==> src/rtl/mux_rr_sel_arbiter_pkg.sv <==
// Shared definitions for the round-robin select arbiter that feeds the
// 4:1 channel mux: channel count, select width, FSM states and helpers.
package mux_rr_sel_arbiter_pkg;

    localparam int NCH   = 4;
    localparam int SEL_W = 2;

    typedef enum logic [0:0] {
        IDLE  = 1'b0,
        GRANT = 1'b1
    } arb_state_e;

    localparam logic [SEL_W-1:0] CH0 = 2'd0;
    localparam logic [SEL_W-1:0] CH1 = 2'd1;
    localparam logic [SEL_W-1:0] CH2 = 2'd2;
    localparam logic [SEL_W-1:0] CH3 = 2'd3;

    function automatic logic [NCH-1:0] idx_to_onehot(input logic [SEL_W-1:0] idx);
        logic [NCH-1:0] one;
        one = {{(NCH-1){1'b0}}, 1'b1};
        return one << idx;
    endfunction

endpackage

==> src/rtl/mux_rr_sel_arbiter_rr_priority_pick.sv <==
// Combinational rotating-priority pick: first set request bit scanning
// ptr, ptr+1, ... (mod 4). idx is only meaningful when found is high.
module rr_priority_pick
    import mux_rr_sel_arbiter_pkg::*;
(
    input  logic [NCH-1:0]   req,
    input  logic [SEL_W-1:0] ptr,
    output logic             found,
    output logic [SEL_W-1:0] idx
);

    logic [2*NCH-1:0] w_dbl;
    logic [NCH-1:0]   w_rot;
    logic [SEL_W-1:0] w_off;

    // Rotate so bit 0 of w_rot is the channel at ptr.
    assign w_dbl = {req, req};
    assign w_rot = w_dbl[ptr +: NCH];

    // Lowest set bit of the rotated vector is the closest channel to ptr.
    always_comb begin
        w_off = 2'd0;
        if (w_rot[0]) begin
            w_off = 2'd0;
        end else if (w_rot[1]) begin
            w_off = 2'd1;
        end else if (w_rot[2]) begin
            w_off = 2'd2;
        end else if (w_rot[3]) begin
            w_off = 2'd3;
        end else begin
            w_off = 2'd0;
        end
    end

    assign found = |w_rot;
    assign idx   = ptr + w_off;

endmodule

==> src/rtl/mux_rr_sel_arbiter.sv <==
// Round-robin arbiter driving sel1/sel2 of the 4:1 channel mux; holds a
// grant for up to MAX_BURST accepted beats with a valid/ready handshake.
module mux_rr_sel_arbiter
    import mux_rr_sel_arbiter_pkg::*;
#(
    parameter int MAX_BURST = 4,
    parameter int CNT_W     = 3
) (
    input  logic           clk,
    input  logic           rst,
    input  logic [NCH-1:0] req,
    input  logic           out_ready,
    output logic           sel1,
    output logic           sel2,
    output logic [NCH-1:0] grant,
    output logic           out_valid,
    output logic           burst_last
);

    localparam logic [CNT_W-1:0] LAST_CNT = CNT_W'(MAX_BURST - 1);
    localparam logic [CNT_W-1:0] CNT_ONE  = CNT_W'(1);

    arb_state_e       r_state;
    logic [SEL_W-1:0] r_ptr;
    logic [SEL_W-1:0] r_cur;
    logic [CNT_W-1:0] r_cnt;
    logic [SEL_W-1:0] r_sel;
    logic [NCH-1:0]   r_grant;
    logic             r_out_valid;

    arb_state_e       w_nxt_state;
    logic [SEL_W-1:0] w_nxt_ptr;
    logic [SEL_W-1:0] w_nxt_cur;
    logic [CNT_W-1:0] w_nxt_cnt;
    logic [SEL_W-1:0] w_nxt_sel;
    logic [NCH-1:0]   w_nxt_grant;
    logic             w_nxt_valid;

    logic             w_accept;
    logic             w_release;
    logic [SEL_W-1:0] w_pick_ptr;
    logic             w_found;
    logic [SEL_W-1:0] w_idx;

    // One picker serves both paths: from ptr in IDLE, from cur+1 on release
    // so the releasing channel is examined last.
    assign w_pick_ptr = (r_state == IDLE) ? r_ptr : (r_cur + 2'd1);

    rr_priority_pick u_pick (
        .req   (req),
        .ptr   (w_pick_ptr),
        .found (w_found),
        .idx   (w_idx)
    );

    assign w_accept  = r_out_valid & out_ready;
    assign w_release = (r_state == GRANT) &&
                       (!req[r_cur] || (w_accept && (r_cnt == LAST_CNT)));

    // State register: arbitration state, pointer, owner and beat counter.
    always_ff @(posedge clk) begin
        if (rst) begin
            r_state <= IDLE;
            r_ptr   <= CH0;
            r_cur   <= CH0;
            r_cnt   <= '0;
        end else begin
            r_state <= w_nxt_state;
            r_ptr   <= w_nxt_ptr;
            r_cur   <= w_nxt_cur;
            r_cnt   <= w_nxt_cnt;
        end
    end

    // Next-state logic: grant from IDLE, count accepts, release and re-arbitrate.
    always_comb begin
        w_nxt_state = r_state;
        w_nxt_ptr   = r_ptr;
        w_nxt_cur   = r_cur;
        w_nxt_cnt   = r_cnt;
        case (r_state)
            IDLE: begin
                if (w_found) begin
                    w_nxt_state = GRANT;
                    w_nxt_cur   = w_idx;
                    w_nxt_cnt   = '0;
                end else begin
                    w_nxt_state = IDLE;
                end
            end
            GRANT: begin
                if (w_release) begin
                    w_nxt_ptr = r_cur + 2'd1;
                    w_nxt_cnt = '0;
                    if (w_found) begin
                        w_nxt_state = GRANT;
                        w_nxt_cur   = w_idx;
                    end else begin
                        w_nxt_state = IDLE;
                    end
                end else if (w_accept) begin
                    w_nxt_cnt = r_cnt + CNT_ONE;
                end else begin
                    w_nxt_cnt = r_cnt;
                end
            end
            default: begin
                w_nxt_state = IDLE;
                w_nxt_cnt   = '0;
            end
        endcase
    end

    // Output decode of the next state; select holds its value through IDLE.
    always_comb begin
        w_nxt_valid = 1'b0;
        w_nxt_grant = '0;
        w_nxt_sel   = r_sel;
        if (w_nxt_state == GRANT) begin
            w_nxt_valid = 1'b1;
            w_nxt_grant = idx_to_onehot(w_nxt_cur);
            w_nxt_sel   = w_nxt_cur;
        end else begin
            w_nxt_valid = 1'b0;
            w_nxt_grant = '0;
            w_nxt_sel   = r_sel;
        end
    end

    // Output registers so mux selects and grant are glitch-free.
    always_ff @(posedge clk) begin
        if (rst) begin
            r_sel       <= CH0;
            r_grant     <= '0;
            r_out_valid <= 1'b0;
        end else begin
            r_sel       <= w_nxt_sel;
            r_grant     <= w_nxt_grant;
            r_out_valid <= w_nxt_valid;
        end
    end

    assign sel1       = r_sel[0];
    assign sel2       = r_sel[1];
    assign grant      = r_grant;
    assign out_valid  = r_out_valid;
    assign burst_last = (r_state == GRANT) && (r_cnt == LAST_CNT);

endmodule

==> config.mk <==
export PLATFORM = sky130hd
export DESIGN_NAME = mux_rr_sel_arbiter
export DESIGN_NICKNAME = d
export VERILOG_FILES = /design/src/rtl/mux_rr_sel_arbiter_pkg.sv /design/src/rtl/mux_rr_sel_arbiter_rr_priority_pick.sv /design/src/rtl/mux_rr_sel_arbiter.sv
export SDC_FILE = /design/constraint.sdc
export NUM_CORES = 1
export LEC_CHECK = 0
export CAP_MARGIN = 20
export CORE_UTILIZATION = 40
export CTS_CLUSTER_DIAMETER = 100
export CTS_CLUSTER_SIZE = 24
export DETAILED_ROUTE_END_ITERATION = 10
export GPL_TIMING_DRIVEN = 0
export MAX_ROUTING_LAYER = met4
export SYNTH_ARGS = -nofsm -noshare
export SYNTH_HDL_FRONTEND = slang
export SYNTH_SLANG_ARGS = --single-unit
==> constraint.sdc <==
create_clock -name clk -period 6.91 [get_ports clk]
set_input_delay 1.382 -clock clk [delete_from_list [all_inputs] [get_ports clk]]
set_output_delay 1.382 -clock clk [all_outputs]
set_load 0.005 [all_outputs]
==> Word-level counts from Yosys, hierarchy flattened <==
Index checks and enable logic that the tools add are counted.
{ "word_totals": {"inputBits": 7, "output_inout_bits": 8, "ff_bits": 15} }
{ "classes": {"add_sub_neg": 3, "bitwise": 3, "n_lt_le_gt_ge": 1, "shift": 2, "n_reduce_logical": 9, "mux": 18, "n_eq_ne": 3} }
{ "op_table": {"columns": ["op", "count"], "rows": [
  ["2-bit 2-to-1 mux", 7],
  ["3-bit 2-to-1 mux", 3],
  ["8-bit by 3-bit variable part select with 4-bit output", 1],
  ["3-bit one-hot mux with 2 select lines", 1],
  ["1-bit 2-to-1 mux", 4],
  ["2-bit one-hot mux with 2 select lines", 1],
  ["2-bit AND reduction", 2],
  ["4-bit OR reduction", 1],
  ["1-bit by 2-bit << shifter with 4-bit output (first input constant)", 1],
  ["3-bit by 1-bit adder with 3-bit output (second input constant)", 1],
  ["3-bit by 2-bit == test with 1-bit output (second input constant)", 1],
  ["1-bit logical AND", 3],
  ["2-bit by 3-bit less-than comparator with 1-bit output (second input constant)", 1],
  ["3-bit by 1-bit != test with 1-bit output (second input constant)", 1],
  ["2-bit by 1-bit adder with 2-bit output (second input constant)", 1],
  ["2-bit adder", 1],
  ["1-bit binary-select mux with 2-bit select", 1],
  ["2-bit by 1-bit != test with 1-bit output (second input constant)", 1],
  ["1-bit inverter", 2],
  ["1-bit one-hot mux with 2 select lines", 1],
  ["2-bit OR reduction", 1],
  ["1-bit bitwise AND", 1],
  ["1-bit zero test", 1],
  ["1-bit logical OR", 1]
]} }

==> Depth between registers and ports, before layout <==
{ "logic_depth": {"ltp_word": 12, "ltp_mapped": 10} }

==> By module <==
Synthesis repeated with hierarchy kept, for this count alone.
{ "hier_totals": {"hier_cells": 93, "area_unflattened_um2": 852.1} }
{ "by_module_without_submodules": {"columns": ["mod", "n_inst", "seq_area_each_um2", "area_per_inst_um2", "cells_each"], "rows": [
  ["mux_rr_sel_arbiter", 1, 280.3, 690.7, 71],
  ["rr_priority_pick", 1, 0.0, 161.4, 22]
]} }

==> Worst setup path before layout <==
Ideal clock, no wire load.
{ "synth_path": {"path_type": "input to register", "startpoint": "in req[3]", "endpoint": "reg r_grant[1], in the netlist grant[1]", "required_ns": 6.824, "path_buffers": 1, "slack_ns": 3.940, "path_stages": 9, "arrival_time_ns": 2.885, "path_cell_list": "buf_12 o211ai_1 a21oi_1 o21ai_0 a2bb2oi_1 ha_1 a21oi_1 or4_1 a211oi_1"} }
{ "synth_between": {"elab_chain_cells": 10} }
{ "synth_lines": {"columns": ["item", "line_no", "text"], "rows": [
  ["start, declared", "mux_rr_sel_arbiter.sv:11", "input logic [NCH-1:0] req,"],
  ["8-bit by 3-bit variable part select with 4-bit output", "mux_rr_sel_arbiter_rr_priority_pick.sv:18", "assign w_rot = w_dbl[ptr +: NCH];"],
  ["2-bit 2-to-1 mux", "mux_rr_sel_arbiter_rr_priority_pick.sv:29", "end else if (w_rot[3]) begin"],
  ["2-bit 2-to-1 mux", "mux_rr_sel_arbiter_rr_priority_pick.sv:27", "end else if (w_rot[2]) begin"],
  ["2-bit 2-to-1 mux", "mux_rr_sel_arbiter_rr_priority_pick.sv:25", "end else if (w_rot[1]) begin"],
  ["2-bit 2-to-1 mux", "mux_rr_sel_arbiter_rr_priority_pick.sv:23", "if (w_rot[0]) begin"],
  ["2-bit adder", "mux_rr_sel_arbiter_rr_priority_pick.sv:37", "assign idx = ptr + w_off;"],
  ["2-bit 2-to-1 mux", "mux_rr_sel_arbiter.sv:83, mux_rr_sel_arbiter.sv:95", null],
  ["2-bit 2-to-1 mux", "mux_rr_sel_arbiter.sv:92", "if (w_release) begin"],
  ["2-bit one-hot mux with 2 select lines", "mux_rr_sel_arbiter.sv:81", "case (r_state)"],
  ["1-bit by 2-bit << shifter with 4-bit output", "mux_rr_sel_arbiter_pkg.sv:21", "return one << idx;"],
  ["end signal, assigned", "mux_rr_sel_arbiter.sv:138", "r_grant <= w_nxt_grant;"],
  ["end, declared", "mux_rr_sel_arbiter.sv:28", "logic [NCH-1:0] r_grant;"]
]} }
Several ways; a longest one is shown, not always the timed one. The select of a mux whose other input is x is not followed.
A chain may end at the register's enable or synchronous reset.

==> Worst setup path in the final report <==
{ "layout_path": {"startpoint": "in req[0]", "endpoint": "reg r_grant[1], in the netlist grant[1]"} }
The elaborated chain is that of the path after synthesis.

==> flow_summary_export.csv <==
group,metric,value,unit
floorplanning,die_y,51.3,um
route,drt-total-wl,2050,um
placed_design,dpl.hpwl,1560,um
cells_and_area,syn2layout_area_growth,18.3,%
sta,fin_crit,3430,ps
synth,yosysWarnings,0,
route,vias,850,
sta,max_freq,0.291,GHz
synth,yosysSeqAreaShare,0.288,
setup_path,r2r_start,"r_cur[1]$_SDFF_PP0_",
clock_network,cts_buffers,3,
synth,synth_area,972,um^2
grt,antenna_found_initial,0,
cells_and_area,drive_gt1_frac,0.137,
synth,ys_ff_latch,14,
sta,slew_viol_final,0,
synth,synthFlopType,"dfxtp_1",
route,drc_errors,0,
power,p_clk_frac,0.144,
route,drt_iter0_markers,18,
route,post_drt_wl_per_cell,13.5,um
outcome,status,"finished, final reports clean",
route,ant_nets,0,
synth,ys_top_cells_by_area,"dfxtp_1 29%, a211oi_1 5.4%, a21oi_1 4.6%",
clock_network,clockBufferDepth,2,
setup_path,critPathRequiredTime,7100,ps
synth,synth_area_per_cell,8.92,um^2
cells_and_area,fill_cells,231,
power,p_sw,0.000122,W
setup_path,cp-end-kind,"register",
grt,globalRouteTotalUtil,0.205,
setup_path,rrSetupSlack,4390,ps
sta,setup-tns-final,0,ps
synth,async_flop_share,0,
power,intPower,0.000209,W
flow_run,drv_cap,0,
clock_network,clock-sinks,14,
floorplanning,die_x,51.3,um
floorplanning,start_util,0.431,
setup_path,critPathLaunch,"req[0]",
synth,synth_edf_count,0,
placed_design,gp_congestion,0.795,
cells_and_area,regArea,280,um^2
placed_design,placed_cell_area,1130,um^2
route,dr.pass1.iters,4,
floorplanning,die-area,2630,um^2
synth,ys_types,39,
setup_path,critPathLaunchType,"input pin",
cells_and_area,diodes,0,
clock_network,ctsHoldBuffers,0,
floorplanning,ios,15,
clock_network,cts.clk_slew.worst_paths,90,ps
worst_hold_path,hold_class,"reg2reg",
clock_network,cts_tree,"yes",
synth,postSynthCellCount,109,
grt,grt_pass1_vias,849,
sta,setup_viol,0,
sta,period_share,0.497,
synth,synth_top_area_cell,"dfxtp_1",
route,via_per_inst,5.59,
placed_design,placed_cells,149,
clock_network,cts_setup_buffers,0,
sta,holdWs,470,ps
power,powerDensity,288,nW/um^2
clock_network,clkLatencyLatePin,280,ps
power,p_leak,0.444,nW
placed_design,io_buffers,12,
floorplanning,core_area,2250,um^2
power,p_seq_frac,0.339,
cells_and_area,fin_cells,152,
clock_network,cts_resized,0,
synth,yosysMostFrequentCell,"dfxtp_1",
sta,fin_skew,0.834,ps
clock_network,h-tree-depth,1,
grt,grt_pass1_wl,3840,um
synth,synth_top_area_frac,0.288,
setup_path,cp_max_fo,8,
power,swShare,0.369,
grt,overflow,0,
floorplanning,rows,17,
sta,max_slew_margin,0.428,
cells_and_area,fin_area,1150,um^2
cells_and_area,fin_util,0.510,
synth,ys_top_cells_by_count,"14 x dfxtp_1, 9 x a21oi_1, 8 x nand2_1, 8 x nor2_1, 7 x a211oi_1",
grt,grt_max_degree,11,
synth,syn-num-nets,119,
sta,worst_slew_pin_slew,851,ps
cells_and_area,fin_nets,136,
cells_and_area,multiInputGateArea,593,um^2
power,peakVddDrop,0.000175,V
setup_path,arrival,3630,ps
sta,finalHoldViolCount,0,
clock_network,clockRootBuffer,"clkbuf_4",
worst_hold_path,min_from,"r_cnt[1]$_SDFFE_PP0P_",
sta,rsz0062_at_grt,"no",
setup_path,worst-setup-path-type,"in2reg",
power,comb_power_share,0.517,
[metrics by stage]
| step | worst slack, ps | total power, W |
|---|---|---|
| after floorplan | 3940 | 0.000233 |
| after global placement | 3240 | 0.000281 |
| after detailed placement | 3160 | 0.000285 |
| after CTS | 3450 | 0.000333 |
| after global routing | 3240 | 0.000360 |
| final | 3480 | 0.000331 |
[critical path, cell delays in order]
cell             delay (ps)
clkdlybuf4s50_1         620
nor2b_1                 210
a21oi_1                  50
o21ai_0                 160
a2bb2oi_1               170
ha_1                    200
a21oi_1                  70
or4_1                   510
a211oi_1                260
[worst paths after layout]
check / end / depth (start not counted)
setup reg to reg: grant[1]$_SDFF_PP0_ / 10
hold / removal: r_cnt[1]$_SDFFE_PP0P_ / 2
hold reg to reg: r_cnt[1]$_SDFFE_PP0P_ / 2
setup / recovery: grant[1]$_SDFF_PP0_ / 9
[flip-flops by register name, indices dropped and copies added (netlist names)]
signal,count
r_sel,2
r_cur,2
r_state,1
grant,4
r_cnt,3
r_ptr,2
[power by group through the flow]
| stage | logic (W) | clock network (W) | registers, W |
|---|---|---|---|
| 5_1_grt | 0.000192 | 0.0000533 | 0.000115 |
| 3_5_place_dp | 0.000171 | 0 | 0.000114 |
| 3_3_place_gp | 0.000167 | 0 | 0.000114 |
| 4_1_cts | 0.000172 | 0.0000490 | 0.000112 |
| 6_report | 0.000171 | 0.0000477 | 0.000112 |
| 2_1_floorplan | 0.000119 | 0 | 0.000115 |
[layout make-up]
type                            instances  area share
Sequential cell                        14       0.244
Inverter                                5      0.0163
Clock buffer                            3      0.0196
Multi-Input combinational cell         84       0.516
Buffer                                  6      0.0696
Tap cell                               28      0.0305
Timing Repair Buffer                   12       0.104
[layer usage]
metal | wire length [um] | up-vias | GRT usage | share of wire
li1 | - | 431 | - | -
met1 | 1030 | 398 | 0.254 | 0.50
met2 | 900 | 17 | 0.316 | 0.44
met3 | 66 | 4 | 0.0357 | 0.032
met4 | 53 | 0 | 0.108 | 0.026
met5 | 0 | - | - | 0
[logic make-up after synthesis]
logic type,after synthesis,synth area share
simple gates,36,0.205
fa+ha+maj,3,0.0386
buf+inv,11,0.102
xor+xnor,4,0.0360
compound gates,35,0.254
mux,6,0.0772
flops,14,0.288
[cells in the final DEF, fill, tap and decap left out, drive strengths merged, types with 2 or more instances in the layout]
cell type,instances
nor2b,4
or4,3
nand2,8
a22oi,2
mux2i,3
nand3,2
buf,4
nor2,8
inv,5
a31oi,2
nor3b,3
clkdlybuf4s50,12
a211oi,7
clkbuf,4
a21oi,9
o21ai,6
xor2,3
ha,3
mux2,3
dfxtp,14
or3b,3
No activity file was read; power rests on OpenSTA's default activity.
